`src/rtl/blank_scheduler.sv`:
```
// Raster-driven blank scheduler feeding the ISO blank mapper (ACTIVE/BS/START/BLANK/BE per line).
// Optional macro BLANK_SCHED_FRAME_CNT_EN adds a 16-bit completed-frame counter output.
module blank_scheduler #(
  parameter int H_W = 16,
  parameter int V_W = 16
) (
  input  logic           clk,
  input  logic           rst_n,
  input  logic           td_vid_en,
  input  logic [1:0]     td_lane_count,
  input  logic [H_W-1:0] td_h_total,
  input  logic [H_W-1:0] td_h_active,
  input  logic [V_W-1:0] td_v_total,
  input  logic [V_W-1:0] td_v_active,
  output logic           sched_blank_en,
  output logic           sched_blank_id,
  output logic [1:0]     sched_blank_state,
  output logic           sched_video_en,
`ifdef BLANK_SCHED_FRAME_CNT_EN
  output logic [15:0]    sched_frame_cnt,
`endif
  output logic           sched_cfg_err
);

  typedef enum logic [1:0] {
    ST_IDLE = 2'b00,
    ST_RUN  = 2'b01,
    ST_ERR  = 2'b10
  } state_t;

  localparam logic [1:0] CODE_BLANK = 2'b00;
  localparam logic [1:0] CODE_BS    = 2'b01;
  localparam logic [1:0] CODE_START = 2'b10;
  localparam logic [1:0] CODE_BE    = 2'b11;

  localparam logic [H_W-1:0] H_ONE = {{(H_W-1){1'b0}}, 1'b1};
  localparam logic [V_W-1:0] V_ONE = {{(V_W-1){1'b0}}, 1'b1};

  // START symbol length by lane count; the reserved code behaves as 4 lanes.
  function automatic logic [4:0] start_len(input logic [1:0] lanes);
    logic [4:0] len;
    case (lanes)
      2'b00:   len = 5'd12;
      2'b01:   len = 5'd6;
      default: len = 5'd3;
    endcase
    return len;
  endfunction

  state_t         st_r;
  logic [H_W-1:0] h_r;
  logic [V_W-1:0] v_r;
  logic [1:0]     lane_r;
  logic [H_W-1:0] h_total_r;
  logic [H_W-1:0] h_active_r;
  logic [V_W-1:0] v_total_r;
  logic [V_W-1:0] v_active_r;

  logic [4:0]     ls_s;
  logic [H_W:0]   h_need_s;
  logic [H_W:0]   h_wide_s;
  logic [H_W:0]   bs_end_s;
  logic [H_W:0]   start_end_s;
  logic [H_W:0]   be_start_s;
  logic           cfg_bad_s;
  logic           h_last_s;
  logic           v_last_s;
  logic [V_W-1:0] v_next_s;
  logic           line_act_s;
  logic           next_act_s;
  logic [H_W-1:0] h_adv_s;
  logic [V_W-1:0] v_adv_s;

  logic           dec_en_s;
  logic           dec_id_s;
  logic [1:0]     dec_state_s;
  logic           dec_vid_s;

  // Raster geometry, configuration check and counter advance.
  always_comb begin
    ls_s        = start_len(lane_r);
    h_need_s    = {1'b0, h_active_r} + (H_W+1)'(ls_s) + (H_W+1)'(4'd9);
    h_wide_s    = {1'b0, h_r};
    bs_end_s    = {1'b0, h_active_r} + (H_W+1)'(3'd4);
    start_end_s = bs_end_s + (H_W+1)'(ls_s);
    be_start_s  = {1'b0, h_total_r} - (H_W+1)'(3'd4);
    cfg_bad_s   = ({1'b0, h_total_r} < h_need_s) ||
                  (v_active_r == {V_W{1'b0}}) ||
                  (v_active_r >= v_total_r) ||
                  (h_active_r == {H_W{1'b0}});
    h_last_s    = (h_r == (h_total_r - H_ONE));
    v_last_s    = (v_r == (v_total_r - V_ONE));
    if (v_last_s) begin
      v_next_s = {V_W{1'b0}};
    end else begin
      v_next_s = v_r + V_ONE;
    end
    line_act_s  = (v_r < v_active_r);
    next_act_s  = (v_next_s < v_active_r);
    if (h_last_s) begin
      h_adv_s = {H_W{1'b0}};
      v_adv_s = v_next_s;
    end else begin
      h_adv_s = h_r + H_ONE;
      v_adv_s = v_r;
    end
  end

  // Slot decode; blank id is HBlank only between two active lines.
  always_comb begin
    dec_en_s    = 1'b1;
    dec_id_s    = line_act_s & next_act_s;
    dec_state_s = CODE_BLANK;
    dec_vid_s   = 1'b0;
    if (h_r < h_active_r) begin
      if (line_act_s) begin
        dec_en_s  = 1'b0;
        dec_id_s  = 1'b0;
        dec_vid_s = 1'b1;
      end else begin
        dec_id_s  = 1'b0;
      end
    end else if (h_wide_s < bs_end_s) begin
      dec_state_s = CODE_BS;
    end else if (h_wide_s < start_end_s) begin
      dec_state_s = CODE_START;
    end else if (h_wide_s >= be_start_s) begin
      if (next_act_s) begin
        dec_state_s = CODE_BE;
      end else begin
        dec_state_s = CODE_BLANK;
      end
    end else begin
      dec_state_s = CODE_BLANK;
    end
  end

  // Control FSM: capture on enable, then run or park on a bad configuration.
  always_ff @(posedge clk or negedge rst_n) begin
    if (!rst_n) begin
      st_r              <= ST_IDLE;
      h_r               <= {H_W{1'b0}};
      v_r               <= {V_W{1'b0}};
      lane_r            <= 2'b00;
      h_total_r         <= {H_W{1'b0}};
      h_active_r        <= {H_W{1'b0}};
      v_total_r         <= {V_W{1'b0}};
      v_active_r        <= {V_W{1'b0}};
      sched_blank_en    <= 1'b0;
      sched_blank_id    <= 1'b0;
      sched_blank_state <= 2'b00;
      sched_video_en    <= 1'b0;
      sched_cfg_err     <= 1'b0;
    end else if (!td_vid_en) begin
      st_r              <= ST_IDLE;
      h_r               <= {H_W{1'b0}};
      v_r               <= {V_W{1'b0}};
      sched_blank_en    <= 1'b0;
      sched_blank_id    <= 1'b0;
      sched_blank_state <= 2'b00;
      sched_video_en    <= 1'b0;
      sched_cfg_err     <= 1'b0;
    end else begin
      case (st_r)
        ST_IDLE: begin
          lane_r            <= td_lane_count;
          h_total_r         <= td_h_total;
          h_active_r        <= td_h_active;
          v_total_r         <= td_v_total;
          v_active_r        <= td_v_active;
          h_r               <= {H_W{1'b0}};
          v_r               <= {V_W{1'b0}};
          sched_blank_en    <= 1'b0;
          sched_blank_id    <= 1'b0;
          sched_blank_state <= 2'b00;
          sched_video_en    <= 1'b0;
          sched_cfg_err     <= 1'b0;
          st_r              <= ST_RUN;
        end
        ST_RUN: begin
          if (cfg_bad_s) begin
            sched_blank_en    <= 1'b0;
            sched_blank_id    <= 1'b0;
            sched_blank_state <= 2'b00;
            sched_video_en    <= 1'b0;
            sched_cfg_err     <= 1'b1;
            st_r              <= ST_ERR;
          end else begin
            sched_blank_en    <= dec_en_s;
            sched_blank_id    <= dec_id_s;
            sched_blank_state <= dec_state_s;
            sched_video_en    <= dec_vid_s;
            sched_cfg_err     <= 1'b0;
            h_r               <= h_adv_s;
            v_r               <= v_adv_s;
          end
        end
        ST_ERR: begin
          sched_blank_en    <= 1'b0;
          sched_blank_id    <= 1'b0;
          sched_blank_state <= 2'b00;
          sched_video_en    <= 1'b0;
          sched_cfg_err     <= 1'b1;
        end
        default: begin
          sched_blank_en    <= 1'b0;
          sched_blank_id    <= 1'b0;
          sched_blank_state <= 2'b00;
          sched_video_en    <= 1'b0;
          sched_cfg_err     <= 1'b0;
          st_r              <= ST_IDLE;
        end
      endcase
    end
  end

`ifdef BLANK_SCHED_FRAME_CNT_EN
  logic wrap_s;
  logic wrap_r;

  assign wrap_s = (st_r == ST_RUN) && !cfg_bad_s && h_last_s && v_last_s;

  // Frame counter steps one cycle after the raster wraps, in line with the (0,0) decode.
  always_ff @(posedge clk or negedge rst_n) begin
    if (!rst_n) begin
      wrap_r          <= 1'b0;
      sched_frame_cnt <= 16'd0;
    end else if (!td_vid_en) begin
      wrap_r          <= 1'b0;
      sched_frame_cnt <= 16'd0;
    end else begin
      wrap_r          <= wrap_s;
      sched_frame_cnt <= sched_frame_cnt + {15'd0, wrap_r};
    end
  end
`endif

endmodule
```
`config.mk`:
```
export PLATFORM = sky130hd
export DESIGN_NAME = blank_scheduler
export DESIGN_NICKNAME = d
export VERILOG_FILES = /design/src/rtl/blank_scheduler.sv
export SDC_FILE = /design/constraint.sdc
export NUM_CORES = 1
export LEC_CHECK = 0
export CORE_MARGIN = 2
export CORE_UTILIZATION = 65
export CTS_CLUSTER_SIZE = 30
export DETAILED_ROUTE_END_ITERATION = 8
export PLACE_DENSITY_LB_ADDON = 0.3
export SLEW_MARGIN = 20
export SYNTH_ARGS = -nofsm -noshare
export SYNTH_HDL_FRONTEND = slang
export SYNTH_SLANG_ARGS = --single-unit
```
`constraint.sdc`:
```
create_clock -name clk -period 9.7 [get_ports clk]
set_input_delay 1.94 -clock clk [delete_from_list [all_inputs] [get_ports clk]]
set_output_delay 1.94 -clock clk [all_outputs]
set_load 0.1 [all_outputs]
```
# Word level (Yosys, flattened, before mapping)
# Cells that the tools add are included.
[classes]
n_addsub = 9
mul = 0
n_div = 0
magnitude_cmp = 8
n_eq_ne = 10
n_shift = 0
n_mux = 38
n_bitwise = 1
reduce_logical = 11
[op_table]
columns = ["op", "n"]
rows = [
  ["$mux 16", 7],
  ["$pmux 16 s2", 2],
  ["$lt 16x17->1", 3],
  ["$lt 16x16->1", 3],
  ["$add 16x1->16 const B", 2],
  ["$eq 16x16->1", 2],
  ["$logic_not 16->1", 2],
  ["$sub 16x1->16 const B", 2],
  ["$mux 2", 10],
  ["$add 16x3->17 const B", 1],
  ["$add 16x5->17", 1],
  ["$add 17x4->17 const B", 1],
  ["$add 17x5->17", 1],
  ["$ge 16x17->1", 1],
  ["$sub 16x3->17 const B", 1],
  ["$ge 16x16->1", 1],
  ["$mux 1", 16],
  ["$ne 3x3->1 const B", 3],
  ["$pmux 4 s2", 1],
  ["$pmux 2 s3", 1],
  ["$reduce_and 2->1", 3],
  ["$eq 2x1->1 const B", 2],
  ["$logic_not 2->1", 2],
  ["$logic_or 1x1->1", 3],
  ["6 further kinds", 6],
]
[word_totals]
register_bits = 106
latchBits = 0
ramBits = 0
romBits = 0
inputBits = 69
elab_cells = 90
mem_count = 0

# Longest topological paths before layout
[depth]
depth_word = 12
mapped_depth = 21

# Worst setup path before layout
# No wires, ideal clock.
[synth_timing]
path_type = "register -> register"
from = "register lane_r[1]"
to = "register v_r[13]"
setup_time_ns = 0.137
arrival_ns = 4.294
t_required_ns = 9.563
setup_slack_ns = 5.270
path_stages_with_launch = 21
path_buffers = 2
period_less_slack_ns = 4.430
path_cell_list = "dfrtp_1 -> or2_2 -> ha_1 -> ha_1 -> fa_1 -> a21o_1 -> a21oi_1 -> or2_2 -> nor2_1 -> xnor2_1 -> ha_1 -> nand3_1 -> a2111oi_0 -> o21ai_0 -> a2bb2oi_1 -> a31oi_1 -> clkbuf_1 -> clkbuf_1 -> and2_1 -> a221oi_1 -> o31ai_1"
[synth_via]
elab_chain_cells = 10
[synth_lines]
columns = ["element", "line_no", "source"]
rows = [
  ["start, declared", "53", "logic [1:0] lane_r;"],
  ["start signal, assigned", "166", "lane_r <= td_lane_count;"],
  ["$eq 2x1->1 or $logic_not 2->1 (tied branches)", "42", "case (lanes)"],
  ["$pmux 4 s2 (*)", "42", ""],
  ["$add 16x5->17 (*)", "82", "h_need_s = {1'b0, h_active_r} + (H_W+1)'(ls_s) + (H_W+1)'(4'd9);"],
  ["$add 17x4->17 (*)", "82", ""],
  ["$lt 16x17->1 (*)", "87", "cfg_bad_s = ({1'b0, h_total_r} < h_need_s) ||"],
  ["$logic_or 1x1->1 (*)", "87", ""],
  ["$logic_or 1x1->1 (*)", "88", "(v_active_r == {V_W{1'b0}}) ||"],
  ["$logic_or 1x1->1 (*)", "89", "(v_active_r >= v_total_r) ||"],
  ["$ne 3x3->1 (no source line) (*)", "-", ""],
  ["$reduce_and 3->1 (no source line) (*)", "-", ""],
  ["end signal, assigned", "143", "v_r <= {V_W{1'b0}};"],
  ["end signal, assigned", "157", "v_r <= {V_W{1'b0}};"],
  ["end signal, assigned", "172", "v_r <= {V_W{1'b0}};"],
  ["end, declared", "52", "logic [V_W-1:0] v_r;"],
]
# Mark *: on every way between the ends. The rest lies on a longest branch, timed or not.
# A chain may end at the register's enable or synchronous reset.

# Worst setup path after layout
[layout_timing]
from = "register lane_r[1]"
to = "register h_r[0]"
[layout_via]
elab_chain_cells = 10
[layout_lines]
columns = ["element", "line_no", "source"]
rows = [
  ["$eq 2x1->1 or $logic_not 2->1 (tied branches)", "42", ""],
  ["$pmux 4 s2 (*)", "42", ""],
  ["$add 16x5->17 (*)", "82", ""],
  ["$add 17x4->17 (*)", "82", ""],
  ["$lt 16x17->1 (*)", "87", ""],
  ["$logic_or 1x1->1 (*)", "87", ""],
  ["$logic_or 1x1->1 (*)", "88", ""],
  ["$logic_or 1x1->1 (*)", "89", ""],
  ["$ne 3x3->1 (no source line) (*)", "-", ""],
  ["$reduce_and 2->1 (no source line) (*)", "-", ""],
  ["end signal, assigned", "142", "h_r <= {H_W{1'b0}};"],
  ["end signal, assigned", "156", "h_r <= {H_W{1'b0}};"],
  ["end signal, assigned", "171", "h_r <= {H_W{1'b0}};"],
  ["end, declared", "51", "logic [H_W-1:0] h_r;"],
]
# Marks and branches as above.

==> out/results.ini <==
[worst_setup_path]
r2r_cells=17
cpMaxStageDelayCell=nor2b_1
r2r_setup_slack_ns=4.35
max_stage_delay_ns=0.59
required_ns=10.01
crit_end=h_r[0]$_DFFE_PN0P_
r2r-end=h_r[0]$_DFFE_PN0P_
critPathLaunch=lane_r[1]$_DFFE_PN0P_
r2r-start=lane_r[1]$_DFFE_PN0P_
cp-start-kind=flop
worstPathCellList=or2_2 -> ha_1 -> fa_1 -> nor2b_1 -> o31ai_1 -> a21oi_1 -> nand4_1 -> xnor2_1 -> ha_1 -> nand3_1 -> a2111oi_0 -> o21ai_0 -> a2bb2oi_1 -> a31oi_2 -> buf_4 -> nor2b_1 -> mux2_2
cp_max_fo=38
cp.arrival_ns=5.65
worstSetupPathType=reg -> reg
end_kind=flop

[pwr]
p_per_area_nw_per_um2=288
p_leak_nw=5.07
vdd_ir_drop_max_mv=0.189

[timing]
period_minus_slack_ns=5.35
slew_violations=0
hold_viol_final=0
timing.final.ws_setup_ns=4.35
setup_viol=0
timing.final.crit_share_pct=55.1
slew_headroom_pct=25.0
clock.fmax_ghz=0.187
finClkSkew_ns=0.00969
worst_pin_slew_ns=1.12
rsz0062_at_grt=false
final.setup.tns_ns=0

[grt]
overflow=0
grt_max_degree=79
antenna_found_initial=0
grt_use_total_pct=32.5
grt_pass1_wl_um=42600
grt_pass1_vias=8430

[cts]
hold_buffers=0
post-cts-setup-buffers=0
clockBufferDepth=2
clkTransAtPathRegs_ns=0.08
clk_latency_ns=0.37
cts.root.buffer_cell=clkbuf_16
cts_buffers=9
cts_tree=built
post_cts_resized=0
cts.sinks=106
htree_levels=3

[die]
core-area_sq_um=15100
dieHeight_um=128
dieArea_sq_um=16500
start_util_pct=66.5
pin_count=75
die_x_um=128
row_count=45

[detailed_routing]
via_count=8741
dr.pass1.iters=6
viasPerCell=6.43
final_antenna_net_count=0
drc_errors=0
drtIter0Drc=758
wire_per_inst_um=19.1
routed_wl_um=25900

[logic_synthesis]
yosysTopAreaCellShare_pct=26.3
synthArstFlopShare_pct=100
yosys-top-cells-area=dfrtp_1 (26%), ha_1 (18%), mux2_2 (7.7%)
yosys_warnings=0
synth_edf_count=0
ys.flop_type=dfrtp_1
synth_top_area_cell=dfrtp_1
ys_ff_latch=106
avgSynthCellArea_sq_um=8.96
syn_inst=1123
ys_seq_area_share_pct=26.3
synth.most_common_cell=ha_1
postSynthNetCount=1338
synth.cell_area_sq_um=10100
synth_cell_types=71
synthTopCellsByCount=ha_1 (143), dfrtp_1 (106), inv_1 (89)

[place]
dp_hpwl_um=20000
placement.io_buffers=74
gp_congestion=0.971
place_worst_setup_slack_ns=4.49

[cells_and_area]
final.fill_count=1110
num_antenna_cells=0
regArea_sq_um=2650
nNetsFinal=1382
drive_above_1_share_pct=10.4
multi_input_area_sq_um=6900
syn_to_final_growth_pct=11.2

[outcome]
run_status=finished clean

[min_path]
hold_class=reg -> reg

[flow_run]
drv_cap=0

==> worst max-delay path: cells and delay by family (launching register included) <==
kind,cells,cell delay [ns]
AO/OA/AOI/OAI,6,1.74
AND/OR/NAND/NOR,5,1.41
adder cells (fa/ha/maj),3,1.00
flip-flops,1,0.41
multiplexers,1,0.27
buffers and inverters,1,0.26
XOR/XNOR,1,0.16
==> flip-flops by register name (all words and copies together) (netlist names) <==
register,flops
v_active_r,16
h_r,16
sched_blank_id,1
lane_r,2
st_r,2
sched_video_en,1
h_total_r,16
v_total_r,16
v_r,16
sched_blank_en,1
h_active_r,16
sched_cfg_err,1
sched_blank_state,2
==> worst min path at each step <==
stage / startpoint / end / slack (ns) / cells after the start
after global placement: lane_r[0]$_DFFE_PN0P_ / lane_r[0]$_DFFE_PN0P_ / 0.48 / 1
after detailed placement: lane_r[0]$_DFFE_PN0P_ / lane_r[0]$_DFFE_PN0P_ / 0.49 / 1
after floorplan: lane_r[0]$_DFFE_PN0P_ / lane_r[0]$_DFFE_PN0P_ / 0.47 / 1
final: lane_r[0]$_DFFE_PN0P_ / lane_r[0]$_DFFE_PN0P_ / 0.51 / 1
after global routing: lane_r[0]$_DFFE_PN0P_ / lane_r[0]$_DFFE_PN0P_ / 0.55 / 1
after CTS: lane_r[0]$_DFFE_PN0P_ / lane_r[0]$_DFFE_PN0P_ / 0.51 / 1
==> routing by layer <==
layer	wire, um	track usage, %
met1	10900	40.1
met2	12600	56.7
met3	1320	5.57
met4	1040	13.0
met5	0	0
==> per-stage QoR <==
stage / hold slack (ns) / util [%] / cell area, sq um / std cells / total power [mW]
finish: 0.514 / 73.9 / 11200 / 1360 / 3.23
global route: 0.550 / 73.9 / 11200 / 1360 / 3.53
CTS: 0.512 / 73.9 / 11200 / 1360 / 3.20
detailed placement: 0.492 / 71.9 / 10900 / 1344 / 2.80
global placement: 0.479 / 71.9 / 10900 / 1344 / 2.74
floorplan: 0.471 / - / 10100 / 1123 / 2.29
==> layout by cell type, fill, tap and decap left out, types with 5 or more instances in the layout <==
master and count:
a221oi_1 6, dfrtp_1 106, a311oi_1 8, ha_1 143, clkdlybuf4s50_1 73, nor2b_1 11, and4_1 6, or3_1 6
o31ai_1 7, or2_2 9, mux2i_1 6, nand2_1 64, inv_1 89, nor3_1 27, nand4_1 25, nand2b_1 13
a211o_1 6, buf_4 5, clkbuf_16 9, and3_1 8, xor2_1 26, nand3_1 38, nor2_1 73, a211oi_1 14
or4_1 11, o211ai_1 6, and2_1 10, a2111oi_0 5, mux2_2 69, xnor2_1 61, nor4_1 21, o22ai_2 7
a21o_1 26, a22o_1 9, a21oi_1 49, o21a_1 10, o21ai_0 35, a31oi_1 11
==> cell families after synthesis <==
family,after synthesis,synth area share [%]
muxes,75,8.31
AOI/OAI and AO/OA,234,16.4
adders and majority gates,146,18.4
DFF,106,26.3
xor gates and xnor gates,87,7.57
and+or+nand+nor,341,17.8
buffers and inverters,134,5.21
==> power breakdown <==
part           internal, mW  total (mW)  switching (mW)
Sequential            0.591       0.923           0.332
Clock                 0.184       0.382           0.198
Combinational         0.872        1.92            1.05
Total                  1.65        3.23            1.58
==> final cells by class <==
cell class | instances | area share, %
clock inverter | 7 | 0.704
tap | 188 | 2.10
inverter | 89 | 2.98
multi-input combinational | 883 | 61.6
sequential | 106 | 23.7
clock buffer | 9 | 2.01
timing repair buffer | 78 | 6.86
Power figures use the tool's default switching activity.
